`src/rtl/dmem_arbiter_if.sv`:
```
// rtl/dmem_arbiter_if.sv - CPU/DMA request buses and data-memory port of dmem_arbiter
interface dmem_arbiter_if;
  logic        cpu_req;
  logic        cpu_we;
  logic [31:0] cpu_addr;
  logic [31:0] cpu_wdata;
  logic [31:0] cpu_rdata;
  logic        cpu_stall;
  logic        cpu_gnt;
  logic        dma_req;
  logic        dma_we;
  logic [31:0] dma_addr;
  logic [31:0] dma_wdata;
  logic        dma_gnt;
  logic        dma_rvalid;
  logic [31:0] dma_rdata;
  logic        misalign_err;
  logic [31:0] mem_address;
  logic [31:0] mem_write_data;
  logic        mem_write_en;
  logic        mem_read_en;
  logic [31:0] mem_read_data;

  modport slave (
    input  cpu_req, cpu_we, cpu_addr, cpu_wdata,
    input  dma_req, dma_we, dma_addr, dma_wdata,
    input  mem_read_data,
    output cpu_rdata, cpu_stall, cpu_gnt,
    output dma_gnt, dma_rvalid, dma_rdata, misalign_err,
    output mem_address, mem_write_data, mem_write_en, mem_read_en
  );

  modport master (
    output cpu_req, cpu_we, cpu_addr, cpu_wdata,
    output dma_req, dma_we, dma_addr, dma_wdata,
    output mem_read_data,
    input  cpu_rdata, cpu_stall, cpu_gnt,
    input  dma_gnt, dma_rvalid, dma_rdata, misalign_err,
    input  mem_address, mem_write_data, mem_write_en, mem_read_en
  );
endinterface

```
`src/rtl/dmem_arbiter.sv`:
```
// rtl/dmem_arbiter.sv - CPU-priority arbiter with DMA starvation bound for the single-port data memory
module dmem_arbiter #(
  parameter int STARVE_LIMIT = 4,
  parameter int CNT_W        = 4
) (
  input  logic          clk,
  input  logic          rst_n,
  dmem_arbiter_if.slave bus
);
  localparam logic [CNT_W-1:0] LIMIT = CNT_W'(STARVE_LIMIT);

  logic [CNT_W-1:0] starve_cnt_q, starve_cnt_d;
  logic             dma_rvalid_q, dma_rvalid_d;
  logic [31:0]      dma_rdata_q, dma_rdata_d;
  logic             misalign_q, misalign_d;

  logic        cpu_gnt, dma_gnt, any_gnt, sel_we, aligned;
  logic [31:0] sel_addr, sel_wdata, rd_data;

  // Grants are gated by rst_n so a write in flight is dropped the moment reset asserts.
  always_comb begin
    cpu_gnt = rst_n && bus.cpu_req && (!bus.dma_req || (starve_cnt_q < LIMIT));
    dma_gnt = rst_n && bus.dma_req && !cpu_gnt;
  end

  always_comb begin
    sel_addr  = '0;
    sel_wdata = '0;
    sel_we    = 1'b0;
    if (cpu_gnt) begin
      sel_addr  = bus.cpu_addr;
      sel_wdata = bus.cpu_wdata;
      sel_we    = bus.cpu_we;
    end else if (dma_gnt) begin
      sel_addr  = bus.dma_addr;
      sel_wdata = bus.dma_wdata;
      sel_we    = bus.dma_we;
    end
  end

  assign any_gnt = cpu_gnt | dma_gnt;
  assign aligned = (sel_addr[1:0] == 2'b00);
  assign rd_data = aligned ? bus.mem_read_data : '0;

  assign bus.cpu_gnt        = cpu_gnt;
  assign bus.dma_gnt        = dma_gnt;
  assign bus.cpu_stall      = bus.cpu_req & ~cpu_gnt;
  assign bus.cpu_rdata      = (cpu_gnt && !sel_we) ? rd_data : '0;
  assign bus.mem_address    = sel_addr;
  assign bus.mem_write_data = sel_wdata;
  assign bus.mem_write_en   = any_gnt & sel_we & aligned;
  assign bus.mem_read_en    = any_gnt & ~sel_we & aligned;
  assign bus.dma_rvalid     = dma_rvalid_q;
  assign bus.dma_rdata      = dma_rdata_q;
  assign bus.misalign_err   = misalign_q;

  always_comb begin
    starve_cnt_d = starve_cnt_q;
    if (dma_gnt || !bus.dma_req) begin
      starve_cnt_d = '0;
    end else if (cpu_gnt && (starve_cnt_q < LIMIT)) begin
      starve_cnt_d = starve_cnt_q + CNT_W'(1);
    end
    dma_rvalid_d = dma_gnt & ~bus.dma_we;
    dma_rdata_d  = dma_rvalid_d ? rd_data : dma_rdata_q;
    misalign_d   = any_gnt & ~aligned;
  end

  always_ff @(posedge clk or negedge rst_n) begin
    if (!rst_n) begin
      starve_cnt_q <= '0;
      dma_rvalid_q <= 1'b0;
      dma_rdata_q  <= '0;
      misalign_q   <= 1'b0;
    end else begin
      starve_cnt_q <= starve_cnt_d;
      dma_rvalid_q <= dma_rvalid_d;
      dma_rdata_q  <= dma_rdata_d;
      misalign_q   <= misalign_d;
    end
  end
endmodule

```
`src/flat_wrapper.sv`:
```
// flat-port wrapper written by rule: the top's interface ports become plain ports
module dmem_arbiter_flat 
#(
  parameter int STARVE_LIMIT = 4,
  parameter int CNT_W        = 4
)
  (clk, rst_n, bus_cpu_req, bus_cpu_we, bus_cpu_addr, bus_cpu_wdata, bus_dma_req, bus_dma_we, bus_dma_addr, bus_dma_wdata, bus_mem_read_data, bus_cpu_rdata, bus_cpu_stall, bus_cpu_gnt, bus_dma_gnt, bus_dma_rvalid, bus_dma_rdata, bus_misalign_err, bus_mem_address, bus_mem_write_data, bus_mem_write_en, bus_mem_read_en);
  dmem_arbiter_if bus_i ();
  input  logic clk;
  input  logic rst_n;
  input wire logic [$bits(bus_i.cpu_req)-1:0] bus_cpu_req;
  input wire logic [$bits(bus_i.cpu_we)-1:0] bus_cpu_we;
  input wire logic [$bits(bus_i.cpu_addr)-1:0] bus_cpu_addr;
  input wire logic [$bits(bus_i.cpu_wdata)-1:0] bus_cpu_wdata;
  input wire logic [$bits(bus_i.dma_req)-1:0] bus_dma_req;
  input wire logic [$bits(bus_i.dma_we)-1:0] bus_dma_we;
  input wire logic [$bits(bus_i.dma_addr)-1:0] bus_dma_addr;
  input wire logic [$bits(bus_i.dma_wdata)-1:0] bus_dma_wdata;
  input wire logic [$bits(bus_i.mem_read_data)-1:0] bus_mem_read_data;
  output wire logic [$bits(bus_i.cpu_rdata)-1:0] bus_cpu_rdata;
  output wire logic [$bits(bus_i.cpu_stall)-1:0] bus_cpu_stall;
  output wire logic [$bits(bus_i.cpu_gnt)-1:0] bus_cpu_gnt;
  output wire logic [$bits(bus_i.dma_gnt)-1:0] bus_dma_gnt;
  output wire logic [$bits(bus_i.dma_rvalid)-1:0] bus_dma_rvalid;
  output wire logic [$bits(bus_i.dma_rdata)-1:0] bus_dma_rdata;
  output wire logic [$bits(bus_i.misalign_err)-1:0] bus_misalign_err;
  output wire logic [$bits(bus_i.mem_address)-1:0] bus_mem_address;
  output wire logic [$bits(bus_i.mem_write_data)-1:0] bus_mem_write_data;
  output wire logic [$bits(bus_i.mem_write_en)-1:0] bus_mem_write_en;
  output wire logic [$bits(bus_i.mem_read_en)-1:0] bus_mem_read_en;
  assign bus_i.cpu_req = bus_cpu_req;
  assign bus_i.cpu_we = bus_cpu_we;
  assign bus_i.cpu_addr = bus_cpu_addr;
  assign bus_i.cpu_wdata = bus_cpu_wdata;
  assign bus_i.dma_req = bus_dma_req;
  assign bus_i.dma_we = bus_dma_we;
  assign bus_i.dma_addr = bus_dma_addr;
  assign bus_i.dma_wdata = bus_dma_wdata;
  assign bus_i.mem_read_data = bus_mem_read_data;
  assign bus_cpu_rdata = bus_i.cpu_rdata;
  assign bus_cpu_stall = bus_i.cpu_stall;
  assign bus_cpu_gnt = bus_i.cpu_gnt;
  assign bus_dma_gnt = bus_i.dma_gnt;
  assign bus_dma_rvalid = bus_i.dma_rvalid;
  assign bus_dma_rdata = bus_i.dma_rdata;
  assign bus_misalign_err = bus_i.misalign_err;
  assign bus_mem_address = bus_i.mem_address;
  assign bus_mem_write_data = bus_i.mem_write_data;
  assign bus_mem_write_en = bus_i.mem_write_en;
  assign bus_mem_read_en = bus_i.mem_read_en;
  dmem_arbiter #(.STARVE_LIMIT(STARVE_LIMIT), .CNT_W(CNT_W)) u_core (.clk(clk), .rst_n(rst_n), .bus(bus_i));
endmodule
```
`config.mk`:
```
export PLATFORM = sky130hd
export DESIGN_NAME = dmem_arbiter_flat
export DESIGN_NICKNAME = d
export VERILOG_FILES = /design/src/rtl/dmem_arbiter_if.sv /design/src/rtl/dmem_arbiter.sv /design/src/flat_wrapper.sv
export SDC_FILE = /design/constraint.sdc
export NUM_CORES = 1
export LEC_CHECK = 0
export CAP_MARGIN = 10
export CORE_AREA = 5 5 114 116
export DETAILED_ROUTE_END_ITERATION = 6
export DIE_AREA = 0 0 119 121
export GPL_ROUTABILITY_DRIVEN = 0
export PLACE_DENSITY = 0.79
export SETUP_SLACK_MARGIN = 0.4
export SYNTH_ARGS = -nofsm -noshare
export SYNTH_HDL_FRONTEND = slang
export SYNTH_SLANG_ARGS = --single-unit
```
`constraint.sdc`:
```
create_clock -name clk -period 2.9 [get_ports clk]
set_input_delay 0.435 -clock clk [delete_from_list [all_inputs] [get_ports clk]]
set_output_delay 0.435 -clock clk [all_outputs]
set_load 0.02 [all_outputs]
```
==> summary.txt, run 1 <==
Floorplan
  – Ports: 301
  – Core area: 11800 sq um
  – Floorplan row count: 40
  – Die width: 119 um
  – Die area: 14400 sq um
  – Die Span Y: 121 um
  – Initial Utilization: 0.217

Pwr
  – Peak VDD IR: 0.000278 V
  – Power share of the clock group: 0.284
  – Total leakage power: 2.50 nW
  – Pwr Density: 326 nW/um^2
  – Sw Pwr: 587 uW
  – Net Sw Frac: 0.304
  – Cell-internal power: 1.35 mW
  – Combinational power share: 0.406
  – Flop pwr share: 0.310
  – Total Power: 1.94 mW

Timing
  – Hold Slack: 0.0261 ns
  – Relative slew slack: 0.716
  – Hold Fails Final Rpt: 0
  – Worst Skew: 0.00502 ns
  – Final worst slack: 0.466 ns
  – Fmax: 0.411 GHz
  – RSZ-0062 raised after global routing: no
  – Slew @ Worst Pin: 0.426 ns
  – # setup viols final: 0
  – Tcrit/Tclk final: 0.839
  – Minimum clock period: 2.43 ns
  – Slew Viols, Final: 0

Clock network
  – Hold_buf cts: 0
  – Later-pin clock latency in the skew report: 0.28 ns
  – Root Buffer: clkbuf_16
  – Clk slew on worst S/H paths: 0.05 ns
  – CTS tree: built
  – CTS buffer count: 5
  – CTS sink count: 38
  – Clock Path Buffers: 2
  – H-tree Lvls: 2

Critical path
  – CP required: 2.47 ns
  – WP data arrival: 2.00 ns
  – Type of origin of the critical path: input pin
  – CP Capture Type: primary output
  – Worst Reg-to-Reg Cells: 6
  – Critical path class: in -> out
  – Worst-path fanout max: 28
  – R2r setup slk: 1.19 ns

Layout
  – Layout cells sized above 1: 0.115
  – Layout area overhead: 131%
  – NumNets Final: 756
  – Non-filler instance count after layout: 737
  – Ant diodes: 0
  – Final instance area: 5930 sq um

Global route
  – Overall Global Routing Usage: 0.189
  – Met1 Use GR: 0.213
  – Grt ovf: 0
  – Initial antenna violation count: 0
  – Largest net degree at the start of global routing: 48
  – Grt peak-use layer: met2
  – Vias in the first global route: 3673
  – GRT met2 Usage: 0.333
  – Wire length of the first global-routing pass: 21500 um
  – Grt met3 use: 0.0718

Logic synthesis
  – Number of synthesis warnings: 0
  – Number of synthesized register bits: 38
  – Mean Syn Cell Area: 8.80 sq um
  – Post-Syn Instances: 292
  – Count of cell types in the netlist: 28
  – Mapped Nets: 459
  – Mapped Area: 2570 sq um
  – Sequential-to-total area share from yosys stat: 0.370

Detailed routing
  – 1st-pass router iterations: 4
  – Routed WL: 14500 um
  – Post-DR vias/cell: 4.71
  – DRT iter0 DRCs: 213
  – ANT nets after route: 0
  – Post-route DRC violation count: 0
  – Drt wl/cell: 19.7 um
  – Via count: 3472

Placed design
  – DP Area: 5750 sq um
  – IO buf count: 300
  – DP Worst Slack: -0.0130 ns
  – Post-DP HPWL: 11800 um
  – Placed instance count: 727

Outcome
  – Run status: finished clean

Run
  – Maxcap violations: 0

Worst hold path
  – Hold WC Path Type: in -> async
-- cell usage in the layout, fill, tap and decap left out, types with 2 or more instances in the layout --
| cell type | n |
|---|---|
| clkdlybuf4s15_2 | 31 |
| nand3b_1 | 2 |
| a22o_1 | 64 |
| clkbuf_16 | 5 |
| o21ai_1 | 32 |
| and2_1 | 33 |
| o21ai_0 | 32 |
| nand2b_1 | 3 |
| a21boi_1 | 3 |
| clkdlybuf4s15_1 | 44 |
| nand2_1 | 34 |
| buf_12 | 5 |
| buf_4 | 16 |
| nand3_1 | 3 |
| a21o_1 | 2 |
| clkdlybuf4s50_1 | 199 |
| inv_2 | 2 |
| dlygate4sd2_1 | 24 |
| dfrtp_1 | 38 |
-- power by group through the flow --
stage | Clock, mW | Sequential (mW) | Combinational [mW]
floorplan | 0 | 0.662 | 0.240
global placement | 0 | 0.605 | 0.809
detailed placement | 0 | 0.608 | 0.816
CTS | 0.569 | 0.600 | 0.795
global route | 0.591 | 0.605 | 0.834
finish | 0.550 | 0.599 | 0.786
-- path summary, 6_finish.rpt --
| check | from | to |
|---|---|---|
| max in group asynchronous | rst_n | u_core.bus.dma_rdata[20] |
| max reg2reg | u_core.starve_cnt_q[2] | u_core.bus.dma_rdata[30] |
| min in group clk | u_core.bus.dma_rdata[5] | u_core.bus.dma_rdata[5] |
| max | bus_cpu_addr[0] | bus_cpu_rdata[4] |
| min | rst_n | u_core.starve_cnt_q[3] |
| min reg2reg | u_core.bus.dma_rdata[5] | u_core.bus.dma_rdata[5] |
-- worst max-delay path: stages --
cell and delay, ns:
clkdlybuf4s50_1 0.43, nor2_1 0.20, and4b_1 0.31, buf_12 0.17
and2_1 0.12, dlygate4sd2_1 0.33
-- through the flow --
step            util  setup TNS (ns)
2_1_floorplan      -               0
3_3_place_gp   0.487               0
3_5_place_dp   0.487         -0.0296
4_1_cts        0.502               0
5_1_grt        0.502               0
6_report       0.502               0
-- synthesized netlist by cell type (all sizes together) --
library cell / count / area (sq um)
a21boi: 3 / 22.5
a21o: 2 / 15.0
a22o: 64 / 561
a22oi: 1 / 7.51
and2: 34 / 215
and3b: 1 / 8.76
and4b: 1 / 10.0
buf: 19 / 158
clkbuf: 11 / 41.3
dfrtp: 38 / 951
ha: 1 / 12.5
inv: 3 / 11.3
nand2: 34 / 128
nand2b: 3 / 18.8
nand3: 3 / 15.0
nand3b: 2 / 15.0
nand4: 1 / 6.26
nor2: 3 / 13.8
nor3b: 1 / 18.8
o21ai: 65 / 325
o2bb2ai: 1 / 8.76
or2: 1 / 6.26
-- layout make-up --
cell class / instances / area [sq um]
fill: 1125 / 5880
clock inverter: 2 / 12.5
tap: 147 / 184
inverter: 3 / 11.3
sequential: 38 / 951
timing repair buffer: 320 / 3220
multi-input combinational: 221 / 1420
clock buffer: 6 / 139
-- registers in the layout, summed over array words and instances (netlist names) --
name	cells
u_core.bus.dma_rdata	32
u_core.bus.dma_rvalid	1
u_core.bus.misalign_err	1
u_core.starve_cnt_q	4
-- metal layers --
| metal | routed length [um] | share of wire | vias to the layer above |
|---|---|---|---|
| li1 | - | - | 1659 |
| met1 | 5530 | 0.38 | 1617 |
| met2 | 7260 | 0.50 | 174 |
| met3 | 1390 | 0.095 | 22 |
| met4 | 365 | 0.025 | 0 |
| met5 | 0 | 0 | - |
-- cells by family (layout without fill, tap and decap cells) --
logic type / count (synthesis) / count (layout) / share of synthesized area
AOI/OAI and AO/OA: 136 / 136 / 0.366
and+or+nand+nor: 84 / 84 / 0.177
adders and majority gates: 1 / 1 / 0.00487
buffers and inverters: 33 / 331 / 0.0818
DFF: 38 / 38 / 0.370
-- what timing repair did --
item                       4_1_cts  5_1_grt
setup endpoints to repair      100        1
gates resized for setup        205        1
pin swaps                        0        0
setup buffers                    2        0
hold endpoints to repair         0        0
(Power assumes the default switching activity.)
==> run 2, diff against run 1 <==
CORE_AREA = 5 5 113 115   (was 5 5 114 116)
DIE_AREA = 0 0 118 120   (was 0 0 119 121)
PLACE_DENSITY = 0.8   (was 0.79)
clock period = 2.4 ns   (was 2.9 ns; I/O delays follow)
==> run 2 against run 1 <==
  * Clock-buffer cell count up 1
  * Sequential share of layout area fell by 0.67 points
  * First-iteration DRC count rose by 17%
  * Register-to-register slack got worse by 0.51 ns
  * Hold slack better by 0.070 ns
  * Worst setup slack got worse by 0.25 ns
  * Core utilization increased by 2.7 points
  * Total power up 29%
  * Non-clock buffer count increased by 19
  * Clock skew increased by 0.0021 ns
  * Via count rose by 9.7%
  * Combinational power is 32% higher
==> summary.txt, run 2 (synthesis gave the netlist of run 1 again) <==
Detailed routing
  – Routed WL: 17200 um (was 14500 um)
  – Drt wl/cell: 22.7 um (was 19.7 um)
  – Via count: 3810 (was 3472)
  – Post-DR vias/cell: 5.04 (was 4.71)
  – Post-route DRC violation count: 0 (unchanged)
  – 1st-pass router iterations: 4 (unchanged)
  – DRT iter0 DRCs: 249 (was 213)
  – ANT nets after route: 0 (unchanged)

Clock network
  – Hold_buf cts: 0 (unchanged)
  – CTS buffer count: 5 (unchanged)
  – H-tree Lvls: 2 (unchanged)
  – CTS tree: built (unchanged)
  – Clk slew on worst S/H paths: 0.05 ns (about the same)
  – Root Buffer: clkbuf_16 (unchanged)
  – Later-pin clock latency in the skew report: 0.28 ns (about the same)
  – Clock Path Buffers: 2 (unchanged)
  – CTS sink count: 38 (unchanged)

Critical path
  – WP data arrival: 1.82 ns (was 2.00 ns)
  – Worst-path fanout max: 8 (was 28)
  – Critical path class: reg -> out (was in -> out)
  – CP required: 2.04 ns (was 2.47 ns)
  – Type of origin of the critical path: flip-flop (was input pin)
  – CP Capture Type: primary output (unchanged)

Floorplan
  – Die width: 118 um (was 119 um)
  – Ports: 301 (unchanged)
  – Die Span Y: 120 um (was 121 um)
  – Floorplan row count: 40 (unchanged)
  – Initial Utilization: 0.219 (was 0.217)
  – Die area: 14200 sq um (was 14400 sq um)
  – Core area: 11700 sq um (was 11800 sq um)

Outcome
  – Run status: finished clean (unchanged)

Global route
  – Largest net degree at the start of global routing: 44 (was 48)
  – Vias in the first global route: 3778 (was 3673)
  – Wire length of the first global-routing pass: 23700 um (was 21500 um)
  – Overall Global Routing Usage: 0.215 (was 0.189)
  – Initial antenna violation count: 4 (was 0)
  – Grt ovf: 0 (unchanged)

Timing
  – # setup viols final: 0 (unchanged)
  – Fmax: 0.459 GHz
  – Hold Fails Final Rpt: 0 (unchanged)
  – Worst Skew: 0.00715 ns (was 0.00502 ns)
  – Final worst slack: 0.219 ns (was 0.466 ns)
  – Minimum clock period: 2.18 ns
  – Tcrit/Tclk final: 0.909
  – Slew Viols, Final: 0 (unchanged)
  – Slew @ Worst Pin: 0.438 ns (was 0.426 ns)
  – Relative slew slack: 0.708 (was 0.716)
  – Hold Slack: 0.0964 ns (was 0.0261 ns)
  – RSZ-0062 raised after global routing: yes (was no)

Layout
  – Max reg flops: 32 (unchanged)
  – Most common cell after layout, fill and taps aside: clkdlybuf4s50_1 (unchanged)
  – Layout area overhead: 141% (was 131%)
  – Fin util: 0.530 (was 0.502)
  – NumNets Final: 775 (was 756)
  – Layout cells sized above 1: 0.278 (was 0.115)
  – Ant diodes: 0 (unchanged)
  – Most frequent cells in the layout: 194 x clkdlybuf4s50_1, 63 x a22o_1, 44 x buf_6 (was 199 x clkdlybuf4s50_1, 64 x a22o_1, 44 x clkdlybuf4s15_1)
  – Fillers: 1046 (was 1125)

Placed design
  – IO buf count: 300 (unchanged)
  – Post-DP HPWL: 13000 um (was 11800 um)
  – DP Worst Slack: -0.317 ns (was -0.0130 ns)

Pwr
  – Total leakage power: 2.72 nW (was 2.50 nW)
  – Pwr Density: 402 nW/um^2 (was 326 nW/um^2)
  – Peak VDD IR: 0.000307 V (was 0.000278 V)
  – Total Power: 2.49 mW (was 1.94 mW)

Run
  – Maxcap violations: 0 (unchanged)

Worst hold path
  – Hold WC Path Type: in -> async (unchanged)
## run 2: changes by cell type in the layout (fill, tap and decap cells not counted), moves of 17 or more
cell	before	now
clkdlybuf4s15_2	31	12
buf_2	1	18
buf_6	0	44
dlygate4sd2_1	24	4
clkdlybuf4s15_1	44	0
buf_4	16	43
## run 2: through the flow
| stage | TNS (ns) | cell area [sq um] | cells |
|---|---|---|---|
| floorplan | 0 | 2570 | 292 |
| global placement | -18.51 | 5800 | 732 |
| detailed placement | -22.60 | 5800 | 732 |
| CTS | 0 | 5810 | 747 |
| global route | 0 | 6200 | 756 |
| finish | 0 | 6200 | 756 |
## run 2: power breakdown
group	total, mW	internal (mW)	switching (mW)
Sequential	0.722	0.696	0.0262
Combinational	1.04	0.570	0.468
Clock	0.734	0.491	0.243
## run 2: layer usage
| layer | up-vias | routed length [um] | share of wire | global-route usage |
|---|---|---|---|---|
| li1 | 1698 | - | - | - |
| met1 | 1819 | 6290 | 0.37 | 0.245 |
| met2 | 254 | 8710 | 0.51 | 0.370 |
| met3 | 31 | 1830 | 0.11 | 0.0877 |
| met4 | 8 | 306 | 0.018 | 0.0588 |
| met5 | - | 43 | 0.0025 | 0 |
## run 2: repair_timing
| action | in CTS | in global routing |
|---|---|---|
| resized for setup | 393 | 97 |
| setup buffers | 5 | 3 |
| setup endpoints to repair | 101 | 100 |
| pin swaps | 4 | 10 |
| gates cloned | 2 | 6 |
## run 2: cell type report
cell class	count	area, sq um	area share
timing repair buffer	339	3430	0.552
multi-input combinational	221	1460	0.236
sequential	38	952	0.154
tap	147	184	0.0297
clock buffer	7	133	0.0214
clock inverter	1	30.0	0.00484
inverter	3	13.8	0.00222
## run 2: worst paths after layout
check / start / to / slack (ns) / cells after the start
worst max-delay path: u_core.starve_cnt_q[3] / bus_cpu_rdata[29] / 0.22 / 7
min in group clk: u_core.bus.dma_rdata[10] / u_core.bus.dma_rdata[10] / 0.51 / 2
max in group asynchronous: rst_n / u_core.bus.dma_rdata[3] / 1.66 / 3
worst max register to register: u_core.starve_cnt_q[2] / u_core.bus.dma_rdata[26] / 0.68 / 7
worst min register to register: u_core.bus.dma_rdata[10] / u_core.bus.dma_rdata[10] / 0.51 / 2
worst min-delay path: rst_n / u_core.starve_cnt_q[1] / 0.1 / 2
## run 2: worst max-delay path, cell delays in order (launching register included)
cell and delay, ns:
dfrtp_2 0.43, o21ai_2 0.16, buf_4 0.15, and4b_2 0.24
buf_6 0.13, clkbuf_16 0.15, and2_1 0.15, buf_6 0.12
